File: src/rtl/pipe_pkg.sv
// Shared types and widths for the pipe_skid_stage pipeline register.
package pipe_pkg;

    typedef enum logic [1:0] {
        PIPE_EMPTY,
        PIPE_ONE,
        PIPE_TWO
    } pipe_state_e;

    localparam int PIPE_OCC_W  = 2;
    localparam int PIPE_PERF_W = 32;

    function automatic logic [PIPE_OCC_W-1:0] occ_count(input logic a, input logic b);
        return {1'b0, a} + {1'b0, b};
    endfunction

endpackage

File: src/rtl/pipe_slot.sv
// One pipeline entry: valid bit, control field (zeroed on flush) and data field (held on flush).
module pipe_slot
    import pipe_pkg::*;
#(
    parameter int DATA_WIDTH = 32,
    parameter int CTRL_WIDTH = 8
) (
    input  logic                  clk,
    input  logic                  rst_n,
    input  logic                  load,
    input  logic                  clear_valid,
    input  logic                  flush,
    input  logic [CTRL_WIDTH-1:0] in_ctrl,
    input  logic [DATA_WIDTH-1:0] in_data,
    output logic                  valid,
    output logic [CTRL_WIDTH-1:0] ctrl,
    output logic [DATA_WIDTH-1:0] data
);

    always_ff @(posedge clk or negedge rst_n) begin
        if (!rst_n) begin
            valid <= 1'b0;
            ctrl  <= '0;
            data  <= '0;
        end else if (flush) begin
            valid <= 1'b0;
            ctrl  <= '0;
        end else if (load) begin
            valid <= 1'b1;
            ctrl  <= in_ctrl;
            data  <= in_data;
        end else if (clear_valid) begin
            valid <= 1'b0;
        end
    end

endmodule

File: src/rtl/pipe_skid_stage.sv
// Valid/ready pipeline stage with a 2-entry skid buffer and synchronous flush.
// Optional PIPE_SKID_PERF_EN adds saturating stall_cnt / flush_cnt outputs.
module pipe_skid_stage
    import pipe_pkg::*;
#(
    parameter int DATA_WIDTH = 32,
    parameter int CTRL_WIDTH = 8
) (
    input  logic                   clk,
    input  logic                   rst_n,
    input  logic                   flush,
    input  logic                   in_valid,
    output logic                   in_ready,
    input  logic [CTRL_WIDTH-1:0]  in_ctrl,
    input  logic [DATA_WIDTH-1:0]  in_data,
    output logic                   out_valid,
    input  logic                   out_ready,
    output logic [CTRL_WIDTH-1:0]  out_ctrl,
    output logic [DATA_WIDTH-1:0]  out_data,
    output logic [PIPE_OCC_W-1:0]  occupancy
`ifdef PIPE_SKID_PERF_EN
    ,
    output logic [PIPE_PERF_W-1:0] stall_cnt,
    output logic [PIPE_PERF_W-1:0] flush_cnt
`endif
);

    logic                  m_valid, s_valid;
    logic [CTRL_WIDTH-1:0] m_ctrl, s_ctrl, m_ctrl_nxt;
    logic [DATA_WIDTH-1:0] m_data, s_data, m_data_nxt;
    logic                  m_load, m_clear, m_from_skid;
    logic                  s_load, s_clear;
    logic                  accept, drain;
    pipe_state_e           state;

    // Skid valid is a register, so in_ready never depends on out_ready combinationally.
    assign in_ready  = ~s_valid;
    assign accept    = in_valid & in_ready & ~flush;
    assign drain     = m_valid & out_ready & ~flush;
    assign out_valid = m_valid;
    assign out_ctrl  = m_ctrl;
    assign out_data  = m_data;
    assign occupancy = occ_count(m_valid, s_valid);

    // The state register is the pair of slot valid bits.
    always_comb begin
        if (s_valid)      state = PIPE_TWO;
        else if (m_valid) state = PIPE_ONE;
        else              state = PIPE_EMPTY;
    end

    always_comb begin
        m_load      = 1'b0;
        m_clear     = 1'b0;
        m_from_skid = 1'b0;
        s_load      = 1'b0;
        s_clear     = 1'b0;
        unique case (state)
            PIPE_EMPTY: m_load = accept;
            PIPE_ONE: begin
                if (accept && drain)  m_load  = 1'b1;
                else if (accept)      s_load  = 1'b1;
                else if (drain)       m_clear = 1'b1;
            end
            PIPE_TWO: begin
                if (drain) begin
                    m_load      = 1'b1;
                    m_from_skid = 1'b1;
                    s_clear     = 1'b1;
                end
            end
            default: ;
        endcase
    end

    assign m_ctrl_nxt = m_from_skid ? s_ctrl : in_ctrl;
    assign m_data_nxt = m_from_skid ? s_data : in_data;

    pipe_slot #(.DATA_WIDTH(DATA_WIDTH), .CTRL_WIDTH(CTRL_WIDTH)) u_main (
        .clk         (clk),
        .rst_n       (rst_n),
        .load        (m_load),
        .clear_valid (m_clear),
        .flush       (flush),
        .in_ctrl     (m_ctrl_nxt),
        .in_data     (m_data_nxt),
        .valid       (m_valid),
        .ctrl        (m_ctrl),
        .data        (m_data)
    );

    pipe_slot #(.DATA_WIDTH(DATA_WIDTH), .CTRL_WIDTH(CTRL_WIDTH)) u_skid (
        .clk         (clk),
        .rst_n       (rst_n),
        .load        (s_load),
        .clear_valid (s_clear),
        .flush       (flush),
        .in_ctrl     (in_ctrl),
        .in_data     (in_data),
        .valid       (s_valid),
        .ctrl        (s_ctrl),
        .data        (s_data)
    );

`ifdef PIPE_SKID_PERF_EN
    always_ff @(posedge clk or negedge rst_n) begin
        if (!rst_n) begin
            stall_cnt <= '0;
            flush_cnt <= '0;
        end else begin
            if (in_valid && !in_ready && !flush && (stall_cnt != '1))
                stall_cnt <= stall_cnt + 1'b1;
            if (flush && (flush_cnt != '1))
                flush_cnt <= flush_cnt + 1'b1;
        end
    end
`endif

endmodule
File: config.mk
export PLATFORM = sky130hd
export DESIGN_NAME = pipe_skid_stage
export DESIGN_NICKNAME = d
export VERILOG_FILES = /design/src/rtl/pipe_pkg.sv /design/src/rtl/pipe_slot.sv /design/src/rtl/pipe_skid_stage.sv
export SDC_FILE = /design/constraint.sdc
export NUM_CORES = 1
export LEC_CHECK = 0
export ABC_AREA = 1
export CELL_PAD_IN_SITES_DETAIL_PLACEMENT = 1
export CELL_PAD_IN_SITES_GLOBAL_PLACEMENT = 1
export CORE_MARGIN = 2
export CORE_UTILIZATION = 36
export DETAILED_ROUTE_END_ITERATION = 6
export PLACE_DENSITY = 0.8
export SYNTH_ARGS = -nofsm -noshare
export SYNTH_HDL_FRONTEND = slang
export SYNTH_HIERARCHICAL = 1
export SYNTH_SLANG_ARGS = --single-unit
File: constraint.sdc
create_clock -name clk -period 2.1 [get_ports clk]
set_input_delay 0.315 -clock clk [delete_from_list [all_inputs] [get_ports clk]]
set_output_delay 0.315 -clock clk [all_outputs]
set_load 0.01 [all_outputs]
# Word-level counts from Yosys, hierarchy flattened
# Index checks and enable logic that the tools add are counted.
# op_classes
add_sub_neg	1
eq_ne	2
mux	24
bitwise_logic	6
reduce_logical	8
# ops
cell	n
$mux 8	5
$mux 32	1
$mux 1	16
$reduce_bool 3->1	2
$and 1x1->1	4
$reduce_and 2->1	2
$reduce_bool 2->1	2
$pmux 1 s3	1
$add 1x1->2	1
$eq 2x1->1 const B	1
$eq 2x2->1 const B	1
$logic_not 2->1	1
$mux 2	1
$not 1->1	2
$logic_and 1x1->1	1
# totals
reg_bits	82
input_bits	45
out_inout_bits	44
elab_cells	47

# Logic depth before layout (Yosys ltp)
# Gate-level depths: netlist (run 1).
# logic_depth
depth_word	9
mapped_depth	11
depth_no_buf	9

# By module
# Netlist (run 1), hierarchy kept.
# by_module_without_submodules
module	instances	cells_per_inst	area_per_inst_um2	seq_area_each_um2
pipe_slot	2	179	1640.3	1026.0
pipe_skid_stage	1	147	630.6	0.0

# Worst setup path before layout (run 1)
# No wires, ideal clock.
# synth_path
kind	register -> register
start	reg u_skid.valid
end	reg u_main.ctrl[0]
setup_ns	0.117
arrival_ns	1.649
required_time_ns	1.983
path_slack_ns	0.334
path_stages_with_launch	11
path_buffers	3
period_less_slack_ns	1.766
cell_sequence	dfrtp_1 inv_1 ha_1 nor2_1 nand2_2 buf_2 nand3_1 buf_4 buf_2 nand3_1 nand2_1
# synth_between
elab_chain_cells	7
elab_cells_between_ends	15
classes_between	2 x eq/ne; 7 x mux; 3 x bitwise; 3 x reduce/logical
# synth_rtl
element	line_no	rtl
start, declared	pipe_slot.sv:15	output logic valid,
start signal, assigned	pipe_slot.sv:22	valid <= 1'b0;
start signal, assigned	pipe_slot.sv:26	valid <= 1'b0;
start signal, assigned	pipe_slot.sv:29	valid <= 1'b1;
$not 1->1 *	pipe_skid_stage.sv:37	assign in_ready = ~s_valid;
via in_ready	pipe_skid_stage.sv:13	output logic in_ready,
$and 1x1->1 * (2 in a row)	pipe_skid_stage.sv:38	assign accept = in_valid & in_ready & ~flush;
$logic_and 1x1->1	pipe_skid_stage.sv:61	if (accept && drain) m_load = 1'b1;
$mux 1	pipe_skid_stage.sv:61	
$pmux 1 s3 *	pipe_skid_stage.sv:58	unique case (state)
via m_load	pipe_skid_stage.sv:31	logic m_load, m_clear, m_from_skid;
$reduce_bool 2->1 (no source line) *	-	
end signal, assigned	pipe_slot.sv:30	ctrl <= in_ctrl;
end, declared	pipe_slot.sv:16	output logic [CTRL_WIDTH-1:0] ctrl,
# The timed path passes the listed nets; every way through them passes the cells marked *. The select of a mux whose other input is x is not followed.
# A chain may end at the register's enable or synchronous reset.

# Final worst setup path (run 1)
# layout_path
start	reg u_skid.valid
end	out occupancy[0]
# layout_between
elab_chain_cells	1
# layout_rtl
element	line_no	rtl
$add 1x1->2	pipe_pkg.sv:14	return {1'b0, a} + {1'b0, b};
end, declared	pipe_skid_stage.sv:20	output logic [PIPE_OCC_W-1:0] occupancy
# Every way passes these cells.

==> results.cfg, run 1 <==
[global_route]
grt.total_usage_pct = 19.7
grt_max_degree = 51
antenna_found_initial = 0
grt_pass1_vias = 3752
grt_pass1_wl_mm = 18.0
grt_overflow = 0

[synth]
muxShareOfSynthArea_pct = 0
synthSimpleGateAreaFrac_pct = 40.1
ys_types = 15
synth_top_area_share_pct = 52.5
postSynthCellCount = 505
ys_top_cells_by_count = nand2_1 (289), dfrtp_1 (82), nand3_1 (82)
yosysWarnings = 6
syn_area_mm2 = 0.00391
synth_flop_cell = dfrtp_1
synth_compound_area_share_pct = 0
ys_ff_latch = 82
seq_area_frac_synth_pct = 52.5
avgSynthCellArea_um2 = 7.75
syn-num-nets = 553
postSynth.asyncResetShare_pct = 100
synth_fa_ha_area_share_pct = 0.960
synth_most_common_cell = nand2_1
yosys-top-cells-area = dfrtp_1 (52%), nand2_1 (28%), nand3_1 (10%), buf_6 (2.9%), buf_2 (2.6%)
synth.largest_area_cell = dfrtp_1
synth_xor_area_share_pct = 0
synth_top_family_by_area = simple AND/OR/NAND/NOR gates
synth_edf_count = 0

[detailed_routing]
dr.max_layer_used = met4
drtPass1Iterations = 4
wl_mm = 10.8
drt-initial-drc-count = 93
wl_met3_um = 259
met2_length_mm = 5.74
drc = 0
ant_nets = 0
wl_per_cell_um = 14.7
num_vias = 3531
wl_met1_mm = 4.59
via_per_inst = 4.83

[floorplan]
std_cell_rows = 38
dieArea_mm2 = 0.0117
die_x_um = 108
initial_core_util_pct = 36.6
die_h_um = 108
ioPinCount = 89
coreArea_mm2 = 0.0107

[setup_path]
worstPathArrival_ns = 1.68
endpoint_kind = output pin
cp-start-kind = flop
critPathKind = reg2out
cp_max_fo = 5
path_cells = inv_1 > ha_1 > clkdlybuf4s50_1
cpMaxStageDelayCell = clkdlybuf4s50_1
slowest_delay_ns = 0.53
critPathRequiredTime_ns = 1.78

[cts]
cts_sinks = 82
cts_buffer_depth = 2
cts-buffers-inserted = 9
path_clk_slew_ns = 0.08
cts_tree = yes
cts_root_buffer = clkbuf_8
cts_setup_buffers = 0
clk_latency_ns = 0.35
htree_levels = 3

[power_and_ir_drop]
irDropWorstVdd_mv = 0.339
p_leak_nw = 2.67
internal_power_mw = 2.91
power_mw = 4.15
power_switching_mw = 1.24
p_seq_share_pct = 51.3
power_frac_comb_pct = 24.6
switching_share_pct = 29.8
pwr-share-clk_pct = 24.1
p_per_area_mw_per_mm2 = 823

[layout]
area_delta_synth_final_pct = 29.0
fin_cells = 731
drive_gt1_share_pct = 6.60
antenna_cells = 0
filler_cell_count = 1315
seqCellArea_mm2 = 0.00205
multi_input_area_mm2 = 0.00162
nets = 634

[job]
drv_cap = 0

[min_path]
hold_path.class = in2async

[outcome]
status = finished, final reports clean

[placed_design]
io_buffers = 88
hpwl_mm = 7.36
routabilityCongestion = 0.798
place_inst = 714

[sta]
tns_ns = 0
slew_headroom_pct = 70.1
slew_viol_final = 0
skew_ns = 0.00261
clock.fmax_ghz = 0.502
fin_crit_ns = 1.99
period_share_pct = 94.9
finalHoldViolations = 0
worst_pin_slew_ns = 0.449
finalSetupViolations = 0
rsz0062_at_grt = no
registers in the layout, summed over array words and instances (netlist names):
| signal | flops |
|---|---|
| u_main/data | 32 |
| u_skid/data | 32 |
| u_main/ctrl | 8 |
| u_skid/ctrl | 8 |
| u_main/valid | 1 |
| u_skid/valid | 1 |
critical path: cells and delay by family, from the launching register on:
| family | cells | cell delay, ns |
|---|---|---|
| adder cells (fa/ha/maj) | 1 | 0.30 |
| buffers and inverters | 2 | 0.64 |
| flip-flops | 1 | 0.39 |
power by group through the flow:
| stage | sequential, mW | clock, mW | combinational [mW] |
|---|---|---|---|
| floorplan | 2.19 | 0 | 0.393 |
| global placement | 2.14 | 0 | 0.993 |
| detailed placement | 2.16 | 0 | 1.03 |
| CTS | 2.14 | 1.04 | 1.04 |
| global route | 2.17 | 1.12 | 1.15 |
| finish | 2.13 | 1.00 | 1.02 |
final timing paths:
kind | endpoint | cells after the start | slack (ns) | start
worst max-delay path | occupancy[0] | 3 | 0.11 | u_skid/valid
worst min-delay path | u_main/data[26] | 2 | 0.45 | rst_n
worst max register to register | u_main/ctrl[5] | 9 | 0.25 | u_skid/valid
worst min register to register | u_main/data[16] | 2 | 0.47 | u_main/data[16]
max in group asynchronous | u_main/data[9] | 3 | 1.03 | rst_n
min in group clk | u_main/data[16] | 2 | 0.47 | u_main/data[16]
area by class of cell:
type | instances | area share, %
inverter | 5 | 0.471
clock buffer | 13 | 2.95
clock inverter | 3 | 0.297
timing repair buffer | 102 | 20.0
sequential | 82 | 40.7
tap | 140 | 3.47
multi-input combinational | 386 | 32.1
kinds of logic (layout without fill, tap and decap cells):
family / Yosys count / after routing
flip-flops: 82 / 82
AND/OR/NAND/NOR: 383 / 383
buffers and inverters: 37 / 123
adder cells (fa/ha/maj): 3 / 3
through the flow:
step                      hold WS (ns)  utilization, %  setup slack [ns]  cell area [µm²]
final                            0.452            47.2             0.107             5050
after global routing             0.486            47.2            0.0113             5050
after CTS                        0.455            47.2            0.0470             5050
after detailed placement         0.292            45.5             0.160             4870
after global placement           0.282            45.5             0.212             4870
after floorplan                 0.0194               -             0.334             3910
per-layer routing:
| metal | global-route usage (%) | vias up |
|---|---|---|
| met5 | 0 | - |
| met4 | 8.33 | 0 |
| met2 | 35.7 | 64 |
| li1 | - | 1732 |
| met3 | 2.29 | 12 |
| met1 | 23.5 | 1723 |
what timing repair did:
| action | CTS | global route |
|---|---|---|
| setup endpoints to repair | 0 | 1 |
| hold buffers | 1 | 0 |
| hold endpoints to repair | 32 | 0 |
| gates resized for setup | 0 | 1 |
cell usage in the layout, fill, tap and decap left out:
cell type        count
dlygate4sd3_1        1
nor2_4               2
buf_4               12
clkdlybuf4s50_1     87
nand2_2              1
dfrtp_1             81
nand2_4              2
clkbuf_8            10
inv_2                2
nor2_2               2
nand3_2              1
buf_12               2
nor2_1               5
clkbuf_1             3
nand2_1            289
clkinv_4             1
ha_1                 3
nand3_1             81
inv_1                2
dfrtp_2              1
clkinv_2             3
Power figures use the tool's default switching activity.
==> run 2: changes to the inputs <==
--- a/config.mk
+++ b/config.mk
@@ -11,7 +11,7 @@
 export CORE_MARGIN = 2
 export CORE_UTILIZATION = 36
 export DETAILED_ROUTE_END_ITERATION = 6
-export PLACE_DENSITY = 0.8
+export PLACE_DENSITY = 0.86
 export SYNTH_ARGS = -nofsm -noshare
 export SYNTH_HDL_FRONTEND = slang
 export SYNTH_HIERARCHICAL = 1
==> results.cfg, run 2 (synthesized netlist as in run 1, its figures left out) <==
[sta]
finalSetupViolations = 0
fin_crit_ns = 1.99
finalHoldViolations = 0
tns_ns = 0
worst_pin_slew_ns = 0.578
skew_ns = 0.0111
slew_headroom_pct = 61.4
clock.fmax_ghz = 0.502
rsz0062_at_grt = yes
slew_viol_final = 0
period_share_pct = 94.8
whs_ns = 0.452

[global_route]
grt_overflow = 0
grt.total_usage_pct = 20.6
grt_pass1_vias = 3834
grt_pass1_wl_mm = 18.7
antenna_found_initial = 0
grt_max_degree = 42

[detailed_routing]
drt-initial-drc-count = 130
drtPass1Iterations = 4
num_vias = 3554
wl_mm = 11.3
wl_per_cell_um = 15.4
ant_nets = 0
drc = 0
via_per_inst = 4.86

[layout]
area_delta_synth_final_pct = 31.1
final_common_cell = nand2_1
drive_gt1_share_pct = 6.94
top_regs = u_main/data: 32 flops, u_skid/data: 32 flops
layout_common_cells = nand2_1 (289), clkdlybuf4s50_1 (86), nand3_1 (81), dfrtp_1 (81), buf_4 (11)
nets = 634
antenna_cells = 0

[setup_path]
path_common_cell = nand2_1
critPathKind = reg2reg
cpMaxStageDelayCell = nor2_2
crit_start = u_skid/valid
timing.rr.start = u_skid/valid
cp-start-kind = flop
cp_max_fo = 8
critPathRequiredTime_ns = 2.40
worst-r2r-setup-slack_ns = 0.11
r2r-end = u_main/ctrl[7]
worstPathArrival_ns = 2.29
endpoint = u_main/ctrl[7]
slowest_delay_ns = 0.45
path_cells = inv_1 > ha_1 > nor2_1 > nand2_2 > nand3_2 > nor2_2 > nand2_1 > nand2_1
ff2ff_path_depth = 8
endpoint_kind = flop

[placed_design]
routabilityCongestion = 0.809
io_buffers = 88
hpwl_mm = 7.70

[job]
drv_cap = 0

[cts]
htree_levels = 3
clk_latency_ns = 0.36
cts_root_buffer = clkbuf_8
cts_tree = yes
path_clk_slew_ns = 0.09
cts_buffer_depth = 2
cts_sinks = 82
cts-buffers-inserted = 9

[floorplan]
die_x_um = 108
initial_core_util_pct = 36.6
dieArea_mm2 = 0.0117
die_h_um = 108
std_cell_rows = 38
coreArea_mm2 = 0.0107
ioPinCount = 89

[power_and_ir_drop]
p_leak_nw = 2.70
irDropWorstVdd_mv = 0.291
p_per_area_mw_per_mm2 = 867

[min_path]
hold_path.class = in2async

[outcome]
status = finished, final reports clean
## run 2: changes by cell type in the layout (fill, tap and decap cells not counted)
cell | before | now
buf_12 | 2 | 3
buf_4 | 12 | 11
bufinv_16 | 0 | 2
clkbuf_1 | 3 | 1
clkdlybuf4s50_1 | 87 | 86
clkinv_2 | 3 | 2
clkinv_4 | 1 | 0
clkinvlp_4 | 0 | 1
dlymetal6s2s_1 | 0 | 1
inv_8 | 0 | 1
nand2_4 | 2 | 1
nand2_8 | 0 | 1
## run 2: worst min path at each step
| stage | start | end | cells past startpoint |
|---|---|---|---|
| after floorplan | rst_n | u_main/ctrl[0] | 0 |
| after global placement | rst_n | u_main/data[10] | 1 |
| after detailed placement | rst_n | u_main/data[10] | 1 |
| after CTS | rst_n | u_skid/data[11] | 2 |
| after global routing | rst_n | u_skid/data[3] | 2 |
| final | rst_n | u_main/data[10] | 2 |
## run 2: final cells by class
| type | instances | area, µm² |
|---|---|---|
| Timing Repair Buffer | 102 | 1030 |
| Tap cell | 140 | 175 |
| Clock inverter | 5 | 77.6 |
| Multi-Input combinational cell | 386 | 1630 |
| Clock buffer | 11 | 141 |
| Fill cell | 1319 | 5570 |
| Sequential cell | 82 | 2050 |
| Inverter | 5 | 26.3 |
## run 2: per-stage QoR
stage / cell area (µm²) / instances / util (%) / power, mW / setup slack (ns)
6_report: 5130 / 731 / 47.9 / 4.44 / 0.110
5_1_grt: 5130 / 731 / 47.9 / 4.72 / -0.0459
4_1_cts: 5110 / 731 / 47.8 / 4.49 / 0.0297
3_5_place_dp: 4880 / 713 / 45.6 / 3.21 / -0.0560
3_3_place_gp: 4880 / 713 / 45.6 / 3.13 / 0.0274
2_1_floorplan: 3910 / 505 / - / 2.59 / 0.334
## run 2: metal layers
| metal | share of wire [%] | global-route usage, % | up-vias |
|---|---|---|---|
| met1 | 43 | 25.1 | 1732 |
| met3 | 2.8 | 2.47 | 12 |
| met5 | 0 | 0 | - |
| met4 | 1.5 | 8.24 | 0 |
| li1 | - | - | 1736 |
| met2 | 53 | 37.0 | 74 |
## run 2: timing repair
item,CTS,global route
gates resized for setup,0,4
endpoints found under the hold margin,32,0
endpoints found under the setup margin,1,43
hold buffers,1,0
buffers inserted,1,0
## run 2: critical path, delay by kind of cell, from the launching register on
| family | cells | cell delay [ns] |
|---|---|---|
| flip-flops | 1 | 0.43 |
| buffers and inverters | 1 | 0.16 |
| adder cells (fa/ha/maj) | 1 | 0.24 |
| AND/OR/NAND/NOR | 6 | 1.08 |
## run 2: where the power goes
part / internal [mW] / leakage, nW / switching [mW] / total (mW)
combinational: 0.529 / 1.54 / 0.514 / 1.04
sequential: 1.93 / 1.06 / 0.200 / 2.13
clock: 0.699 / 0.109 / 0.574 / 1.27
total: 3.16 / 2.70 / 1.29 / 4.44
==> run 3: changes to the inputs <==
--- a/config.mk
+++ b/config.mk
@@ -6,10 +6,10 @@
 export NUM_CORES = 1
 export LEC_CHECK = 0
 export ABC_AREA = 1
-export CELL_PAD_IN_SITES_DETAIL_PLACEMENT = 1
-export CELL_PAD_IN_SITES_GLOBAL_PLACEMENT = 1
+export CELL_PAD_IN_SITES_DETAIL_PLACEMENT = 0
+export CELL_PAD_IN_SITES_GLOBAL_PLACEMENT = 2
 export CORE_MARGIN = 2
-export CORE_UTILIZATION = 36
+export CORE_UTILIZATION = 28
 export DETAILED_ROUTE_END_ITERATION = 6
 export PLACE_DENSITY = 0.86
 export SYNTH_ARGS = -nofsm -noshare
==> results.cfg, run 3 (synthesized netlist as in run 1, its figures left out) <==
[outcome]
status = finished, final reports clean

[cts]
cts_root_buffer = clkbuf_16
path_clk_slew_ns = 0.06
clk_latency_ns = 0.33
cts_hold_buf = 0
cts_sinks = 82
htree_levels = 3
cts_tree = yes
cts-buffers-inserted = 9
cts_buffer_depth = 2

[global_route]
grtUsageMet3_pct = 3.70
grt_overflow = 0
antenna_found_initial = 0
top_usage_layer = met2
grt.total_usage_pct = 15.4
grtUsageMet1_pct = 19.5
grt_max_degree = 83
grtUsageMet2_pct = 26.0
grt_pass1_vias = 3477
grt_pass1_wl_mm = 17.6

[sta]
skew_ns = 0.00681
worst_pin_slew_ns = 0.457
finalSetupViolations = 0
finalHoldViolations = 0
worst_slack_ns = 0.0587
whs_ns = 0.00768
tns_ns = 0
slew_viol_final = 0
rsz0062_at_grt = no
fin_crit_ns = 2.04
clock.fmax_ghz = 0.490
slew_headroom_pct = 69.5
period_share_pct = 97.2

[placed_design]
routabilityCongestion = 0.761
placed_area_mm2 = 0.00494
place_inst = 756
io_buffers = 88
hpwl_mm = 7.20
dpl_worst_slack_ns = -0.000389

[setup_path]
critPathRequiredTime_ns = 1.78
critPathKind = reg2out
cp_max_fo = 6
worstPathArrival_ns = 1.73
endpoint_kind = output pin
cp-start-kind = flop

[detailed_routing]
wl_per_cell_um = 14.1
drc = 0
drt-initial-drc-count = 241
num_vias = 3425
drtPass1Iterations = 4
via_per_inst = 4.44
wl_mm = 10.9
ant_nets = 0

[min_path]
hold_path.class = in2async

[floorplan]
coreArea_mm2 = 0.0138
ioPinCount = 89
initial_core_util_pct = 28.4
std_cell_rows = 43
dieArea_mm2 = 0.0149
die_h_um = 122
die_x_um = 122

[power_and_ir_drop]
p_leak_nw = 2.73
p_per_area_mw_per_mm2 = 890
irDropWorstVdd_mv = 0.377
power_mw = 4.65

[layout]
finish.utilization_pct = 37.9
antenna_cells = 0
stdcell_area_mm2 = 0.00523
final_common_cell = nand2_1
drive_gt1_share_pct = 7.09
area_delta_synth_final_pct = 33.6
top_regs = u_main/data: 32 flops, u_skid/data: 32 flops
nets = 635
layout_common_cells = nand2_1 (289), clkdlybuf4s50_1 (87), dfrtp_1 (82)
fin_cells = 772

[job]
drv_cap = 0
==> run 3: power by group <==
group	total, mW	switching [mW]	internal (mW)
clock	1.51	0.614	0.896
sequential	2.12	0.191	1.93
combinational	1.02	0.490	0.530
total	4.65	1.30	3.36
==> run 3: final cells by class <==
cell class	instances	area (µm²)
Clock buffer	14	274
Clock inverter	2	10.0
Fill cell	1465	8550
Inverter	5	23.8
Multi-Input combinational cell	386	1630
Sequential cell	82	2050
Tap cell	180	225
Timing Repair Buffer	103	1020
==> run 3: worst paths after layout <==
kind,from,endpoint,slack [ns],depth (start not counted)
setup reg to reg,u_skid/valid,u_skid/data[2],0.28,8
min in group clk,u_main/data[27],u_main/data[27],0.47,2
setup / recovery,u_main/valid,occupancy[0],0.06,3
hold / removal,rst_n,u_main/data[19],0.008,2
hold reg to reg,u_main/data[27],u_main/data[27],0.47,2
max in group asynchronous,rst_n,u_main/ctrl[1],1.74,2
==> run 3: worst max-delay path, stage by stage (launching register included) <==
cell	delay, ns
dfrtp_1	0.46
inv_1	0.07
ha_1	0.31
clkdlybuf4s50_1	0.55
==> run 3: layer usage <==
metal  vias to the layer above  wire [µm]
li1                       1739          -
met1                      1589       4880
met2                        84       5280
met3                        13        550
met4                         0        159
met5                         -          0
==> run 3: timing repair <==
action / in CTS / in global routing
resized for setup: 0 / 2
setup buffers: 0 / 0
setup endpoints to repair: 0 / 8
